File: src/rtl/pcie_tx_cpld_gen_pkg.sv
// Shared TLP definitions for the completion builder: fmt/type and completion
// status codes, 3DW header field positions, FSM state encodings and helpers
// that pack the three header DWs.
package pcie_tx_cpld_gen_pkg;

  // Fmt codes for 3DW headers
  localparam logic [2:0] FMT_3DW_NODATA = 3'b000;
  localparam logic [2:0] FMT_3DW_DATA   = 3'b010;

  // Completion type code, shared by Cpl and CplD
  localparam logic [4:0] TYPE_CPL = 5'b01010;

  localparam logic [7:0] FMT_TYPE_CPL  = {FMT_3DW_NODATA, TYPE_CPL};
  localparam logic [7:0] FMT_TYPE_CPLD = {FMT_3DW_DATA, TYPE_CPL};

  // Completion status codes
  localparam logic [2:0] CPL_STS_SC = 3'b000;
  localparam logic [2:0] CPL_STS_UR = 3'b001;
  localparam logic [2:0] CPL_STS_CA = 3'b100;

  // DW0 field positions
  localparam int DW0_FMT_TYPE_LSB = 24;
  localparam int DW0_TC_LSB       = 20;
  localparam int DW0_ATTR2_BIT    = 18;
  localparam int DW0_ATTR10_LSB   = 12;
  localparam int DW0_AT_LSB       = 10;
  localparam int DW0_LEN_LSB      = 0;

  // DW1 field positions
  localparam int DW1_CPL_ID_LSB = 16;
  localparam int DW1_STS_LSB    = 13;
  localparam int DW1_BCM_BIT    = 12;
  localparam int DW1_BC_LSB     = 0;

  // DW2 field positions
  localparam int DW2_REQ_ID_LSB = 16;
  localparam int DW2_TAG_LSB    = 8;
  localparam int DW2_LADDR_LSB  = 0;

  // FSM encodings
  localparam logic [1:0] ST_IDLE  = 2'd0;
  localparam logic [1:0] ST_BEAT0 = 2'd1;
  localparam logic [1:0] ST_BEAT1 = 2'd2;

  // Length field is tx_cpld_len[12:2]; index 10 here is len[12].
  function automatic logic len_is_err(input logic [10:0] len);
    logic [9:0] ndw;
    ndw = len[9:0];
    return len[10] | ~((ndw == 10'd1) | (ndw == 10'd2));
  endfunction

  function automatic logic [31:0] cpl_dw0(input logic [7:0] fmt_type,
                                          input logic [2:0] tc,
                                          input logic [2:0] attr,
                                          input logic [1:0] at,
                                          input logic [9:0] len);
    logic [31:0] dw;
    dw                             = '0;
    dw[DW0_FMT_TYPE_LSB +: 8]      = fmt_type;
    dw[DW0_TC_LSB +: 3]            = tc;
    dw[DW0_ATTR2_BIT]              = attr[2];
    dw[DW0_ATTR10_LSB +: 2]        = attr[1:0];
    dw[DW0_AT_LSB +: 2]            = at;
    dw[DW0_LEN_LSB +: 10]          = len;
    return dw;
  endfunction

  function automatic logic [31:0] cpl_dw1(input logic [15:0] cpl_id,
                                          input logic [2:0]  status,
                                          input logic [11:0] byte_cnt);
    logic [31:0] dw;
    dw                      = '0;
    dw[DW1_CPL_ID_LSB +: 16] = cpl_id;
    dw[DW1_STS_LSB +: 3]     = status;
    dw[DW1_BCM_BIT]          = 1'b0;
    dw[DW1_BC_LSB +: 12]     = byte_cnt;
    return dw;
  endfunction

  function automatic logic [31:0] cpl_dw2(input logic [15:0] req_id,
                                          input logic [7:0]  tag,
                                          input logic [6:0]  lower_addr);
    logic [31:0] dw;
    dw                       = '0;
    dw[DW2_REQ_ID_LSB +: 16] = req_id;
    dw[DW2_TAG_LSB +: 8]     = tag;
    dw[DW2_LADDR_LSB +: 7]   = lower_addr;
    return dw;
  endfunction

endpackage

File: src/rtl/pcie_cpld_bytecnt.sv
// Completion byte count and lower address from the request byte enables.
// Single-DW reads use the first-BE table; two-DW reads span from the lowest
// enabled byte of the first DW to the highest enabled byte of the last DW.
module pcie_cpld_bytecnt (
  input  logic        two_dw,
  input  logic [3:0]  first_be,
  input  logic [3:0]  last_be,
  input  logic [6:0]  laddr,
  output logic [11:0] byte_cnt,
  output logic [6:0]  lower_addr
);

  logic [1:0]  first_lo;
  logic [1:0]  last_hi;
  logic [11:0] bc_one;

  // Offset of the lowest enabled byte in the first DW (no enables -> 0)
  always_comb begin
    first_lo = 2'd0;
    casez (first_be)
      4'b???1: first_lo = 2'd0;
      4'b??10: first_lo = 2'd1;
      4'b?100: first_lo = 2'd2;
      4'b1000: first_lo = 2'd3;
      default: first_lo = 2'd0;
    endcase
  end

  // Index of the highest enabled byte in the last DW (no enables -> 0)
  always_comb begin
    last_hi = 2'd0;
    casez (last_be)
      4'b1???: last_hi = 2'd3;
      4'b01??: last_hi = 2'd2;
      4'b001?: last_hi = 2'd1;
      default: last_hi = 2'd0;
    endcase
  end

  // Single-DW byte count table
  always_comb begin
    bc_one = 12'd1;
    casez (first_be)
      4'b1??1:                   bc_one = 12'd4;
      4'b01?1, 4'b1?10:          bc_one = 12'd3;
      4'b0011, 4'b0110, 4'b1100: bc_one = 12'd2;
      default:                   bc_one = 12'd1;
    endcase
  end

  // Select the count for the request size; 4 + (hi + 1) - lo for two DWs
  always_comb begin
    byte_cnt = bc_one;
    if (two_dw) begin
      byte_cnt = 12'd5 + {10'd0, last_hi} - {10'd0, first_lo};
    end
  end

  assign lower_addr = {laddr[6:2], first_lo};

endmodule

File: src/rtl/pcie_tx_cpld_gen.sv
// Completion TLP generator for BAR register reads. Captures one request in
// IDLE, acknowledges it for a single cycle and streams a 3DW-header CplD (or a
// CA Cpl for unsupported lengths) as 128-bit AXI-stream beats.
//
// state    | meaning
// ---------+-----------------------------------------------------------
// ST_IDLE  | no TLP in flight, waiting for tx_cpld_req
// ST_BEAT0 | header + DW0 data (or error Cpl) presented on the stream
// ST_BEAT1 | second data DW of a 2DW completion presented on the stream
module pcie_tx_cpld_gen
  import pcie_tx_cpld_gen_pkg::*;
#(
  parameter int C_PCIE_DATA_WIDTH = 128
) (
  input  logic                           pcie_user_clk,
  input  logic                           pcie_user_rst_n,
  input  logic [15:0]                    completer_id,
  input  logic                           tx_cpld_req,
  input  logic [7:0]                     tx_cpld_tag,
  input  logic [15:0]                    tx_cpld_req_id,
  input  logic [12:2]                    tx_cpld_len,
  input  logic [6:0]                     tx_cpld_laddr,
  input  logic [63:0]                    tx_cpld_data,
  input  logic [2:0]                     tx_cpld_tc,
  input  logic [2:0]                     tx_cpld_attr,
  input  logic [1:0]                     tx_cpld_at,
  input  logic [7:0]                     tx_cpld_be,
  output logic                           tx_cpld_req_ack,
  output logic [C_PCIE_DATA_WIDTH-1:0]   tx_axis_tdata,
  output logic [C_PCIE_DATA_WIDTH/8-1:0] tx_axis_tkeep,
  output logic                           tx_axis_tlast,
  output logic                           tx_axis_tvalid,
  input  logic                           tx_axis_tready,
  output logic                           cpld_len_err,
  output logic [15:0]                    cpld_cnt
);

  localparam int KW = C_PCIE_DATA_WIDTH / 8;

  logic [1:0]                   state_q, state_d;
  logic                         ack_q, ack_d;
  logic                         tvalid_q, tvalid_d;
  logic                         tlast_q, tlast_d;
  logic [KW-1:0]                tkeep_q, tkeep_d;
  logic [C_PCIE_DATA_WIDTH-1:0] tdata_q, tdata_d;
  logic [31:0]                  data_hi_q, data_hi_d;
  logic                         len_err_q, len_err_d;
  logic [15:0]                  cnt_q, cnt_d;

  logic [9:0]                   req_ndw;
  logic                         req_err;
  logic                         req_two;
  logic [11:0]                  req_bc;
  logic [6:0]                   req_la;
  logic [31:0]                  hdr_dw0;
  logic [31:0]                  hdr_dw1;
  logic [31:0]                  hdr_dw2;
  logic [C_PCIE_DATA_WIDTH-1:0] beat0;
  logic                         handshake;

  assign req_ndw = tx_cpld_len[11:2];
  assign req_err = len_is_err(tx_cpld_len);
  assign req_two = ~req_err & (req_ndw == 10'd2);

  // Error completions reuse the single-DW byte count derived from first BE.
  pcie_cpld_bytecnt u_bytecnt (
    .two_dw     (req_two),
    .first_be   (tx_cpld_be[3:0]),
    .last_be    (tx_cpld_be[7:4]),
    .laddr      (tx_cpld_laddr),
    .byte_cnt   (req_bc),
    .lower_addr (req_la)
  );

  // Header DWs are built straight from the live request so that the first
  // beat can be registered on the capture edge.
  always_comb begin
    hdr_dw0 = cpl_dw0(req_err ? FMT_TYPE_CPL : FMT_TYPE_CPLD,
                      tx_cpld_tc, tx_cpld_attr, tx_cpld_at,
                      req_err ? 10'd0 : req_ndw);
    hdr_dw1 = cpl_dw1(completer_id, req_err ? CPL_STS_CA : CPL_STS_SC, req_bc);
    hdr_dw2 = cpl_dw2(tx_cpld_req_id, tx_cpld_tag, req_la);
    beat0   = {(req_err ? 32'h0 : tx_cpld_data[31:0]), hdr_dw2, hdr_dw1, hdr_dw0};
  end

  assign handshake = tvalid_q & tx_axis_tready;

  // Capture, beat sequencing and TLP accounting
  always_comb begin
    state_d   = state_q;
    ack_d     = 1'b0;
    tvalid_d  = tvalid_q;
    tlast_d   = tlast_q;
    tkeep_d   = tkeep_q;
    tdata_d   = tdata_q;
    data_hi_d = data_hi_q;
    len_err_d = len_err_q;
    cnt_d     = cnt_q;
    case (state_q)
      ST_IDLE: begin
        if (tx_cpld_req) begin
          ack_d     = 1'b1;
          tvalid_d  = 1'b1;
          tdata_d   = beat0;
          tkeep_d   = req_err ? 16'h0FFF : 16'hFFFF;
          tlast_d   = ~req_two;
          data_hi_d = tx_cpld_data[63:32];
          if (req_err) begin
            len_err_d = 1'b1;
          end
          state_d   = ST_BEAT0;
        end
      end
      ST_BEAT0: begin
        if (handshake) begin
          if (tlast_q) begin
            tvalid_d = 1'b0;
            tlast_d  = 1'b0;
            tkeep_d  = '0;
            tdata_d  = '0;
            cnt_d    = cnt_q + 16'd1;
            state_d  = ST_IDLE;
          end else begin
            tdata_d  = {96'h0, data_hi_q};
            tkeep_d  = 16'h000F;
            tlast_d  = 1'b1;
            state_d  = ST_BEAT1;
          end
        end
      end
      ST_BEAT1: begin
        if (handshake) begin
          tvalid_d = 1'b0;
          tlast_d  = 1'b0;
          tkeep_d  = '0;
          tdata_d  = '0;
          cnt_d    = cnt_q + 16'd1;
          state_d  = ST_IDLE;
        end
      end
      default: begin
        tvalid_d = 1'b0;
        tlast_d  = 1'b0;
        tkeep_d  = '0;
        tdata_d  = '0;
        state_d  = ST_IDLE;
      end
    endcase
  end

  // State and output registers; reset drops any TLP in flight
  always_ff @(posedge pcie_user_clk or negedge pcie_user_rst_n) begin
    if (!pcie_user_rst_n) begin
      state_q   <= ST_IDLE;
      ack_q     <= 1'b0;
      tvalid_q  <= 1'b0;
      tlast_q   <= 1'b0;
      tkeep_q   <= '0;
      tdata_q   <= '0;
      data_hi_q <= '0;
      len_err_q <= 1'b0;
      cnt_q     <= '0;
    end else begin
      state_q   <= state_d;
      ack_q     <= ack_d;
      tvalid_q  <= tvalid_d;
      tlast_q   <= tlast_d;
      tkeep_q   <= tkeep_d;
      tdata_q   <= tdata_d;
      data_hi_q <= data_hi_d;
      len_err_q <= len_err_d;
      cnt_q     <= cnt_d;
    end
  end

  assign tx_cpld_req_ack = ack_q;
  assign tx_axis_tvalid  = tvalid_q;
  assign tx_axis_tlast   = tlast_q;
  assign tx_axis_tkeep   = tkeep_q;
  assign tx_axis_tdata   = tdata_q;
  assign cpld_len_err    = len_err_q;
  assign cpld_cnt        = cnt_q;

endmodule

File: config.mk
export PLATFORM = sky130hd
export DESIGN_NAME = pcie_tx_cpld_gen
export DESIGN_NICKNAME = d
export VERILOG_FILES = /design/src/rtl/pcie_tx_cpld_gen_pkg.sv /design/src/rtl/pcie_cpld_bytecnt.sv /design/src/rtl/pcie_tx_cpld_gen.sv
export SDC_FILE = /design/constraint.sdc
export NUM_CORES = 1
export LEC_CHECK = 0
export CORE_MARGIN = 5
export CORE_UTILIZATION = 46
export CTS_CLUSTER_SIZE = 40
export DETAILED_ROUTE_END_ITERATION = 8
export GPL_TIMING_DRIVEN = 0
export PLACE_DENSITY_LB_ADDON = 0.05
export SYNTH_ARGS = -nofsm -noshare
export SYNTH_HDL_FRONTEND = slang
export SYNTH_SLANG_ARGS = --single-unit
File: constraint.sdc
create_clock -name pcie_user_clk -period 3.59 [get_ports pcie_user_clk]
set_clock_uncertainty 0.2 [all_clocks]
set_input_delay 0.5385 -clock pcie_user_clk [delete_from_list [all_inputs] [get_ports pcie_user_clk]]
set_output_delay 0.5385 -clock pcie_user_clk [all_outputs]
set_load 0.05 [all_outputs]
==> results.md <==
| Metric | Reported | Unit |
|:---|:---|:---|
| TritonCTS clock tree | done | - |
| Peak ir drop on the vdd network | 0.000394 | V |
| Final standard cell utilization of the core | 72.0 | % |
| Minimum setup slack in the final design | 0.756 | ns |
| Die area | 17,900 | um2 |
| Total clock buffers created by CTS | 17 | - |
| Average wire per standard cell | 18.7 | um |
| Number of optimization iterations in the first detailed-route pass | 5 | - |
| Total via count after detailed routing | 5,882 | - |
| Power Internal | 0.00494 | W |
| Data arrival time at the worst-slack endpoint | 2.10 | ns |
| Portion of synthesized cell area occupied by the leading cell type | 61.6 | % |
| Antenna violations before repair | 0 | - |
| Worst setup path category | reg2out | - |
| Clock Power Share | 20.5 | % |
| Crit path launch type | register | - |
| Min-Delay Path Class | reg2reg | - |
| Routability-driven placement congestion ratio | 0.817 | - |
| Combinational Power Share | 47.1 | % |
| Floorplan core area | 15,100 | um2 |
| Port buffer count | 294 | - |
| Switching component of the power | 0.00379 | W |
| Final critical-path required period | 2.83 | ns |
| Cell Pwr Density | 804 | nW/um2 |
| Post-route cell area | 10,900 | um2 |
| RSZ-0062 raised after global routing | false | - |
| Global-route wire length before repair | 33.4 | mm |
| Nets | 1,095 | - |
| Cell type contributing the most total cell area after synthesis | dfrtp_1 | - |
| Worst-Margin Slew | 0.829 | ns |
| Overflow left after global routing | 0 | - |
| Maximum buffer depth of the clock tree | 2 | - |
| Post-synthesis sequential element count | 173 | - |
| H-tree depth reported by CTS | 4 | - |
| Fraction of registers with async set/reset | 100 | % |
| Post-route clock period utilization | 78.9 | % |
| Floorplan die width | 134 | um |
| I/O pin count | 306 | - |
| Primary flip-flop cell chosen by synthesis mapping | dfrtp_1 | - |
| Critical Path End Type | output pin | - |
| Count of final hold-check violations | 0 | - |
| Relative slew margins | 44.3 | % |
| Number of pins with negative max-slew slack in the final report | 0 | - |
| Highest Clock Rate | 0.353 | GHz |
| Sequential share of power | 32.3 | % |
| Syn_area_per_cell | 11.2 | um2 |
| Post-synthesis instance total | 625 | - |
| Detailed-route vias per instance | 5.12 | - |
| Critical Path Fanout Max | 16 | - |
| Number of violations reported at the end of detailed-routing iteration 0 | 236 | - |
| Max-cap violations | 0 | - |
| Switching part of the total power | 43.4 | % |
| Data required time of the worst path | 2.85 | ns |
| Total number of placement rows | 45 | - |
| EDFF count, synth | 0 | - |
| Post-Route Hold Slack | 0.273 | ns |
| Run status | completed | - |
| Most area-consuming cells after synthesis | dfrtp_1 (62%), a22o_1 (10%), nand2_1 (8.6%) | - |
| Total placed instance area | 10,300 | um2 |
| Sequential cell area fraction in the yosys report | 61.6 | % |
| Static power due to leakage | 4.95 | nW |
| Worst setup timing slack at the placement stage | 0.559 | ns |
| Die height | 134 | um |
| Effective utilization at floorplan | 46.6 | % |
| Number of fillers in the final layout | 1,073 | - |
| Via count of the first global-routing pass | 6,144 | - |
| Clock Tree Root | clkbuf_16 | - |
| Number of unique standard cell types used by synthesis | 46 | - |
| Finish-stage setup viols | 0 | - |
| Setup Buffers After CTS | 0 | - |
| Antenna-violating nets left | 0 | - |
| Synthesis warning total | 0 | - |
| Sum of net half-perimeters after detailed placement | 16.4 | mm |
| Clock-pin slew on the worst setup and hold paths | 0.06 | ns |
| Ant diodes | 0 | - |
| Overall global routing resource usage | 24.0 | % |
| Share of cells above drive strength 1 | 8.65 | % |
| Clk sink count | 173 | - |
| Synth Cell Area | 7030 | um2 |
| Sum of routed wire length over all layers | 21.5 | mm |
| Area overhead of the layout relative to synthesis | 54.4 | % |
| Largest net degree at the start of global routing | 99 | - |
| Count of unresolved DRC violations after routing | 0 | - |
| Clock latency on the worst-skew pair | 0.42 | ns |
-- cell usage after synthesis, drive strengths merged, types with 2 or more instances --
master,n
nand3,6
a22oi,8
and4,3
and3,2
nor2b,2
clkbuf,15
nand2b,2
buf,48
nor2,12
nor4,2
a21oi,2
inv,7
a22o,84
o21ai,36
a21boi,2
or2,2
xnor2,12
nand4,6
nor3,3
o211ai,2
ha,5
xor2,5
a21o,5
and2,2
a211o,2
dfrtp,173
mux2i,3
nand2,161
-- critical path, stage by stage, from the launching register on --
cell and delay [ns]:
dfrtp_1 0.67, buf_4 0.20, clkdlybuf4s50_1 0.81
-- area by class of cell --
| cell class | instances | area (um2) | share of cell area, % |
|---|---|---|---|
| multi-input cells | 389 | 2330 | 21.4 |
| repair buffers | 296 | 2990 | 27.5 |
| well taps | 188 | 235 | 2.17 |
| clock inverters | 9 | 82.6 | 0.761 |
| inverters | 7 | 26.3 | 0.242 |
| clock buffers | 23 | 498 | 4.59 |
| plain buffers | 63 | 375 | 3.46 |
| flip-flops and latches | 173 | 4330 | 39.9 |
-- registers in the layout, indices dropped and copies added (netlist names) --
name / count
data_hi_q: 32
tx_axis_tkeep: 2
tx_axis_tvalid: 1
cpld_len_err: 1
cpld_cnt: 16
tx_cpld_req_ack: 1
tx_axis_tdata: 117
state_q: 2
tx_axis_tlast: 1
-- logic make-up after synthesis --
group / Yosys count / share of synthesized area [%]
compound gates: 147 / 16.2
xor+xnor: 17 / 2.12
fa+ha+maj: 6 / 1.17
buf+inv: 70 / 5.71
flops: 173 / 61.6
mux: 4 / 0.587
other cells: 1 / 0.0533
simple gates: 207 / 12.5
-- through the flow --
| step | setup TNS, ns | cells | total power, W |
|---|---|---|---|
| 2_1_floorplan | 0 | 632 | 0.00546 |
| 3_3_place_gp | -849.88 | 1114 | 0.00689 |
| 3_5_place_dp | 0 | 1115 | 0.00699 |
| 4_1_cts | 0 | 1148 | 0.00880 |
| 5_1_grt | 0 | 1148 | 0.00917 |
| 6_report | 0 | 1148 | 0.00873 |
-- path summary, 6_finish.rpt --
check	start	endpoint	slack, ns	cells past startpoint
max	state_q[0]	tx_axis_tkeep[9]	0.76	2
min	cpld_cnt[15]	cpld_cnt[15]	0.27	1
max reg2reg	state_q[0]	tx_axis_tdata[124]	0.99	5
min reg2reg	cpld_cnt[15]	cpld_cnt[15]	0.27	1
max in group asynchronous	pcie_user_rst_n	tx_axis_tvalid	1.85	3
min in group asynchronous	pcie_user_rst_n	tx_axis_tdata[59]	0.47	2
-- layer usage --
metal | vias to the layer above | share of wire (%) | track usage [%]
li1 | 2775 | - | -
met1 | 2839 | 40 | 28.8
met2 | 231 | 50 | 40.5
met3 | 37 | 7.0 | 7.10
met4 | 0 | 2.8 | 9.66
met5 | - | 0 | 0
-- layout by cell type, fill, tap and decap left out, types with 2 or more instances in the layout --
cell,instances
ha_1,5
and4_1,3
or2_2,2
o21ai_0,36
nor2b_1,2
dfrtp_1,173
mux2i_1,3
and3_1,2
a211o_1,2
clkinv_2,4
buf_4,26
a21o_1,5
inv_1,6
buf_1,4
clkbuf_8,5
nor2_1,12
buf_2,15
a21boi_0,2
xnor2_1,12
nand2b_1,2
conb_1,8
nand3_1,6
nor3_1,3
clkinvlp_4,2
clkbuf_16,17
a22oi_1,8
clkbuf_1,16
nand4_1,6
nand2_1,161
xor2_1,5
clkdlybuf4s50_1,293
and2_1,2
o211ai_1,2
buf_6,3
a22o_1,84
a21oi_1,2
-- power by group through the flow --
stage	clock network [W]	registers [W]	logic, W
finish	0.00179	0.00282	0.00411
global route	0.00191	0.00289	0.00437
CTS	0.00182	0.00282	0.00416
detailed placement	0	0.00285	0.00414
global placement	0	0.00283	0.00406
floorplan	0	0.00398	0.00148
-- timing repair --
| action | in CTS | in global routing |
|---|---|---|
| hold buffers | 1 | 0 |
| hold endpoints to repair | 75 | 0 |
| resized for setup | 0 | 0 |
Power figures use the tool's default switching activity.
